$ cat src/rtl/core_pwr_ctrl.sv
`default_nettype none
// ============================================================================
//  Module      : core_pwr_ctrl
//  Description : Multi-core clock-gate / reset-release sequencer. For every
//                core the asynchronous enable request is synchronised and a
//                small FSM orders the clock-gate enable and the core reset:
//                clock on before reset release, reset asserted before the
//                clock is gated. A soft-restart pulse re-runs the reset
//                release sequence with the clock kept on.
//  Revision    : 1.0 - initial multi-core release
// ============================================================================
module core_pwr_ctrl #(
    parameter int NUM_CORES  = 4,
    parameter int RST_DELAY  = 7,   // clk_en rise -> core_reset_n rise (>=1)
    parameter int GATE_DELAY = 4,   // core_reset_n fall -> clk_en fall (>=1)
    parameter int CNT_W      = 4    // must hold max(RST_DELAY, GATE_DELAY)
) (
    input  logic                 clk_i,
    input  logic                 reset_n_i,
    input  logic [NUM_CORES-1:0] core_en_i,
    input  logic [NUM_CORES-1:0] restart_i,
    output logic [NUM_CORES-1:0] clk_en_o,
    output logic [NUM_CORES-1:0] core_reset_n_o,
    output logic [NUM_CORES-1:0] running_o,
    output logic [NUM_CORES-1:0] busy_o
);

    // Per-core sequencing states
    typedef enum logic [2:0] {
        ST_OFF     = 3'd0,
        ST_CLK_ON  = 3'd1,
        ST_RUN     = 3'd2,
        ST_DRAIN   = 3'd3,
        ST_RESTART = 3'd4
    } state_t;

    // Terminal counts: the counter starts at 0 on state entry, so the
    // terminal compare fires after exactly RST_DELAY / GATE_DELAY cycles.
    localparam logic [CNT_W-1:0] RST_LAST  = CNT_W'(RST_DELAY - 1);
    localparam logic [CNT_W-1:0] GATE_LAST = CNT_W'(GATE_DELAY - 1);
    localparam logic [CNT_W-1:0] CNT_ONE   = CNT_W'(1);

    // Output bundle order: {clk_en, reset_n, running, busy}
    function automatic logic [3:0] decode(input state_t s);
        logic [3:0] o;
        o = 4'b0000;
        case (s)
            ST_OFF:     o = 4'b0000;
            ST_CLK_ON:  o = 4'b1001;
            ST_RUN:     o = 4'b1110;
            ST_DRAIN:   o = 4'b1001;
            ST_RESTART: o = 4'b1001;
            default:    o = 4'b0000;
        endcase
        return o;
    endfunction

    logic [NUM_CORES-1:0] en_meta;
    logic [NUM_CORES-1:0] en_sync;

    // Two-flop synchroniser for the asynchronous per-core enable requests
    always_ff @(posedge clk_i) begin
        if (!reset_n_i) begin
            en_meta <= '0;
            en_sync <= '0;
        end else begin
            en_meta <= core_en_i;
            en_sync <= en_meta;
        end
    end

    for (genvar gi = 0; gi < NUM_CORES; gi++) begin : g_core
        state_t           state;
        logic [CNT_W-1:0] cnt;
        logic [3:0]       outs;
        logic             en_s;

        assign en_s = en_sync[gi];

        // Sequencing FSM with counter; outputs are registered from the
        // next state so they change on the same edge as the state.
        always_ff @(posedge clk_i) begin
            if (!reset_n_i) begin
                state <= ST_OFF;
                cnt   <= '0;
                outs  <= 4'b0000;
            end else begin
                case (state)
                    ST_OFF: begin
                        // restart_i is meaningless without a clock
                        if (en_s) begin
                            state <= ST_CLK_ON;
                            cnt   <= '0;
                            outs  <= decode(ST_CLK_ON);
                        end
                    end

                    ST_CLK_ON, ST_RESTART: begin
                        // Withdrawal of enable always wins over release
                        if (!en_s) begin
                            state <= ST_DRAIN;
                            cnt   <= '0;
                            outs  <= decode(ST_DRAIN);
                        end else if (cnt == RST_LAST) begin
                            state <= ST_RUN;
                            cnt   <= '0;
                            outs  <= decode(ST_RUN);
                        end else begin
                            cnt <= cnt + CNT_ONE;
                        end
                    end

                    ST_RUN: begin
                        // Power-down has priority over a concurrent restart
                        if (!en_s) begin
                            state <= ST_DRAIN;
                            cnt   <= '0;
                            outs  <= decode(ST_DRAIN);
                        end else if (restart_i[gi]) begin
                            state <= ST_RESTART;
                            cnt   <= '0;
                            outs  <= decode(ST_RESTART);
                        end
                    end

                    ST_DRAIN: begin
                        // Drain runs to completion regardless of en_s
                        if (cnt == GATE_LAST) begin
                            state <= ST_OFF;
                            cnt   <= '0;
                            outs  <= decode(ST_OFF);
                        end else begin
                            cnt <= cnt + CNT_ONE;
                        end
                    end

                    default: begin
                        state <= ST_OFF;
                        cnt   <= '0;
                        outs  <= decode(ST_OFF);
                    end
                endcase
            end
        end

        assign clk_en_o[gi]       = outs[3];
        assign core_reset_n_o[gi] = outs[2];
        assign running_o[gi]      = outs[1];
        assign busy_o[gi]         = outs[0];
    end

endmodule
`default_nettype wire

$ cat config.mk
export PLATFORM = sky130hd
export DESIGN_NAME = core_pwr_ctrl
export DESIGN_NICKNAME = d
export VERILOG_FILES = /design/src/rtl/core_pwr_ctrl.sv
export SDC_FILE = /design/constraint.sdc
export NUM_CORES = 1
export LEC_CHECK = 0
export ABC_AREA = 1
export BUFFER_PORTS_ARGS = -buffer_cell sky130_fd_sc_hd__buf_2
export CORE_ASPECT_RATIO = 0.9
export CORE_UTILIZATION = 50
export CTS_CLUSTER_SIZE = 30
export DETAILED_ROUTE_END_ITERATION = 12
export PLACE_DENSITY_LB_ADDON = 0.12
export SYNTH_ARGS = -nofsm -noshare
export SYNTH_HDL_FRONTEND = slang
export SYNTH_SLANG_ARGS = --single-unit
$ cat constraint.sdc
create_clock -name clk_i -period 1.3 [get_ports clk_i]
set_input_delay 0.39 -clock clk_i [delete_from_list [all_inputs] [get_ports clk_i]]
set_output_delay 0.39 -clock clk_i [all_outputs]
set_load 0.01 [all_outputs]
After elaboration in Yosys (flattened, before gate mapping)
Index checks and enable logic that the tools add are counted.
{ "classes": {"reduce_logical": 16, "muxes": 84, "n_addsub": 4, "n_eq_ne": 40} }
{ "op_table": {"columns": ["operator", "n"], "rows": [
  ["$mux 4", 48],
  ["$pmux 4 s4", 8],
  ["$mux 3", 24],
  ["$pmux 3 s4", 4],
  ["$eq 3x2->1 const B", 8],
  ["$ne 3x3->1 const B", 8],
  ["$add 4x1->4 const B", 4],
  ["$eq 4x2->1 const B", 4],
  ["$eq 4x3->1 const B", 4],
  ["$ne 2x2->1 const B", 8],
  ["$reduce_and 4->1", 4],
  ["$eq 3x1->1 const B", 4],
  ["$eq 3x3->1 const B", 4],
  ["$logic_not 3->1", 4],
  ["$reduce_and 2->1", 4],
  ["$reduce_or 2->1", 4]
]} }
{ "totals": {"regBits": 52} }

Depth between registers and ports, before layout
{ "depth": {"ltp_word": 4, "mapped_depth": 10, "ltp_nobuf": 10} }

Worst setup path after synthesis
Ideal clock, no wire load.
{ "synth_timing": {"kind": "register to register", "startpoint": "register g_core[3].cnt[0]", "endpoint": "register g_core[3].state[1]", "synth_period_minus_slack_ns": 1.287, "path_slack_ns": 0.013, "setup_time_ns": 0.113, "t_arrival_ns": 1.175, "path_stages_with_launch": 11, "path_cell_list": "dfxtp_1 inv_1 ha_1 nand3_1 nand2_1 nor2_4 nor2_8 nand2_8 inv_2 nor2_1 nor2_1"} }
{ "synth_via": {"elab_chain_len": 3, "elab_cells_between_ends": 5} }
{ "synth_lines": {"columns": ["element", "line_no", "source"], "rows": [
  ["start, declared", "74", "logic [CNT_W-1:0] cnt;"],
  ["start signal, assigned", "109", "cnt <= cnt + CNT_ONE;"],
  ["start signal, assigned", "133", "cnt <= cnt + CNT_ONE;"],
  ["$eq 4x3->1 or $eq 4x2->1 (tied branches)", "104, 128", null],
  ["$ne 3x3->1 (no line) or $ne 2x2->1 (tied branches)", null, null],
  ["$reduce_and 4->1 (no line) (*)", null, null],
  ["end signal, assigned", "101", "state <= ST_DRAIN;"],
  ["end signal, assigned", "105", "state <= ST_RUN;"],
  ["end signal, assigned", "116", "state <= ST_DRAIN;"],
  ["end, declared", "73", "state_t state;"]
]} }
Mark *: on every way between the ends. The rest lies on a longest branch, timed or not.
A chain may end at the register's enable or synchronous reset.

Worst setup path in the final report
{ "layout_timing": {"startpoint": "register g_core[3].cnt[0]", "endpoint": "register g_core[3].state[2]"} }
Same word-level chain as after synthesis.

==> out/metrics.yaml <==
status: "complete, but fails checks"
failed_checks: "setup timing"
post-route-drc-count: 0
antenna_cells: 0
layout-drive-gt1-share: 0.504
std_cell_rows: 24
grt_pass1_vias: 2099
io_buffers: 25
clk_path_buf_depth: 2
clock_latency_ns: 0.30
crit_type: "reg -> reg"
max-slew-margin-rel: 0.842
die_y_um: 71.3
grt_max_degree: 14
drt_first_pass_iters: 4
fin_crit_sh: 1.04
power.density_nw_per_um2: 2370
cap_viol_max_count: 0
yosysWarningCount: 0
power_mw: 8.63
synthCells: 362
cts_tree: "yes"
synth_cell_types: 29
ys_ff_latch: 48
hold_path_class: "in -> reg"
synth_seq_area_share: 0.360
ys_async_sr_fraction: 0
pin_count: 26
ys.flop_type: "dfxtp_1"
fin_crit_ns: 1.35
finish.instance_area_um2: 3630
antenna_found_initial: 0
syn_area_um2: 2670
critPathArrivalTime_ns: 1.56
fin_nets: 442
hold_viol_final: 0
setup_violations: 13
irDropWorstVdd_uv: 1300
core_um2: 4980
synth-edff-count: 0
holdWs_ns: 0.268
wl_per_cell_um: 11.8
cp-start-kind: "flop"
initial_core_util: 0.535
die_w_um: 79.0
h-tree-depth: 2
fin_worst_skew_ns: 0.00891
fin_util: 0.729
clk_transition_reported_paths_ns: 0.08
final_antenna_net_count: 0
num_vias: 2426
grt_pass1_wl_um: 9110
syn_to_final_growth_pct: 36.2
cts_root_buffer: "clkbuf_8"
routed_wl_um: 5800
post_dp_cell_area_um2: 3000
setup_ws_ns: -0.0549
critPathRequiredTime_ns: 1.50
gp_congestion: 0.879
post_synth.cell_area_avg_um2: 7.37
worstPathMaxFanout: 7
cts.sinks: 48
place_hpwl_um: 3770
gr-total-overflow: 0
drv_slew: 0
synth_nets: 380
critPathCaptureType: "flop"
cts-buffers-inserted: 5
drtIter0Drc: 124
die-area_um2: 5630
via_per_inst: 4.95
p_leak_nw: 1.56
track_usage: 0.204
tightest_slew_ns: 0.236
fmaxAchievable_ghz: 0.738
rsz0062_at_grt: "yes"
[worst max-delay path, cell delays in order (launching register included)]
cell and delay (ns):
dfxtp_4 0.38, inv_4 0.05, ha_4 0.15, nand3_2 0.07
nand2_2 0.07, nor2_4 0.15, nor2_8 0.08, nand2_8 0.12
inv_8 0.05, nor2_4 0.10, nor2_2 0.04
[layer usage]
layer  global-route usage  wire length [µm]  part of all wire
met1                0.269              2660              0.46
met5                    0                 0                 0
met3               0.0535               143             0.025
met4               0.0566                20            0.0035
met2                0.331              2970              0.51
[metrics by stage]
step	TNS (ns)	setup WS, ns	std cells
4_1_cts	0	0.00107	480
5_1_grt	-1.94	-0.107	490
6_report	-0.174	-0.0549	490
3_5_place_dp	-0.991	-0.0762	467
3_3_place_gp	-0.440	-0.0617	467
2_1_floorplan	0	0.0126	362
[kinds of logic (layout without fill, tap and decap cells)]
family	after synthesis	in the layout	synth area share
adder cells (fa/ha/maj)	8	8	0.0375
AND/OR/NAND/NOR	221	222	0.432
AO/OA/AOI/OAI	22	22	0.0558
flip-flops	48	48	0.360
XOR/XNOR	8	8	0.0263
buffers and inverters	55	117	0.0882
[report_power, final]
group          switching [mW]  internal (mW)  total, mW
logic                    3.03           2.17       5.20
registers               0.536           1.99       2.53
clock network           0.461          0.434      0.895
total                    4.03           4.60       8.63
[cell usage in the layout, fill, tap and decap left out]
| cell type | instances |
|---|---|
| dfxtp_1 | 25 |
| nand3_2 | 15 |
| or2_2 | 2 |
| o21ai_0 | 1 |
| buf_4 | 34 |
| inv_2 | 11 |
| xor2_1 | 6 |
| inv_4 | 8 |
| clkbuf_1 | 2 |
| nor2_8 | 2 |
| nand3_1 | 33 |
| dfxtp_4 | 9 |
| nand3_4 | 3 |
| o22ai_1 | 1 |
| o21ai_1 | 1 |
| nand4_1 | 8 |
| nor2_4 | 15 |
| nor2_2 | 7 |
| nand2_8 | 4 |
| buf_6 | 2 |
| ha_4 | 8 |
| xor2_2 | 2 |
| a21oi_2 | 17 |
| clkbuf_8 | 6 |
| inv_8 | 2 |
| dfxtp_2 | 14 |
| nand3b_1 | 2 |
| nand2_4 | 5 |
| nor2_1 | 37 |
| nand2_1 | 64 |
| inv_1 | 26 |
| nand2_2 | 23 |
| a21oi_1 | 2 |
| or2_1 | 2 |
| buf_2 | 25 |
| clkinv_1 | 1 |
[flip-flops by register name (all words and copies together), names as in the netlist]
register,count
g_core.cnt,16
g_core.outs,12
g_core.state,12
en_sync,4
en_meta,4
[layout make-up]
class                   instances  area, µm²
multi-input cells             260       1830
fillers                       382       1350
flip-flops and latches         48       1010
repair buffers                 61        403
inverters                      48        215
clock buffers                   8       90.1
well taps                      65       81.3
[cells in the mapped netlist (5+ instances only)]
library cell  number  area [µm²]
dfxtp_1           48         961
inv_1             33         124
nand3_1           41         205
xor2_1             8        70.1
inv_2              9        33.8
nand3_2            8        80.1
nand4_1            8        50.1
nor2_4             5        56.3
a21oi_2           10        87.6
a21oi_1            9        45.0
inv_4              5        31.3
nand2_1           80         300
nor2_2             5        31.3
ha_1               8         100
nor2_1            49         184
nand2_2           10        62.6
[what timing repair did]
action                                  in CTS  in global routing
setup buffers                                4                 10
hold endpoints to repair                     0                  0
hold buffers                                 0                  0
gates cloned                                 1                  0
endpoints found under the setup margin      39                 39
pin swaps                                   11                 49
gates resized for setup                     17                112
[path summary, 6_finish.rpt]
path                                        from            endpoint  slack (ns)  depth (start not counted)
worst min-delay path                core_en_i[3]          en_meta[3]        0.27                          3
worst max-delay path            g_core[3].cnt[0]  g_core[3].state[2]       -0.05                         10
worst min register to register        en_meta[1]          en_sync[1]        0.40                          2
worst max register to register  g_core[3].cnt[0]  g_core[3].state[2]       -0.05                         10
(Power assumes the default switching activity.)
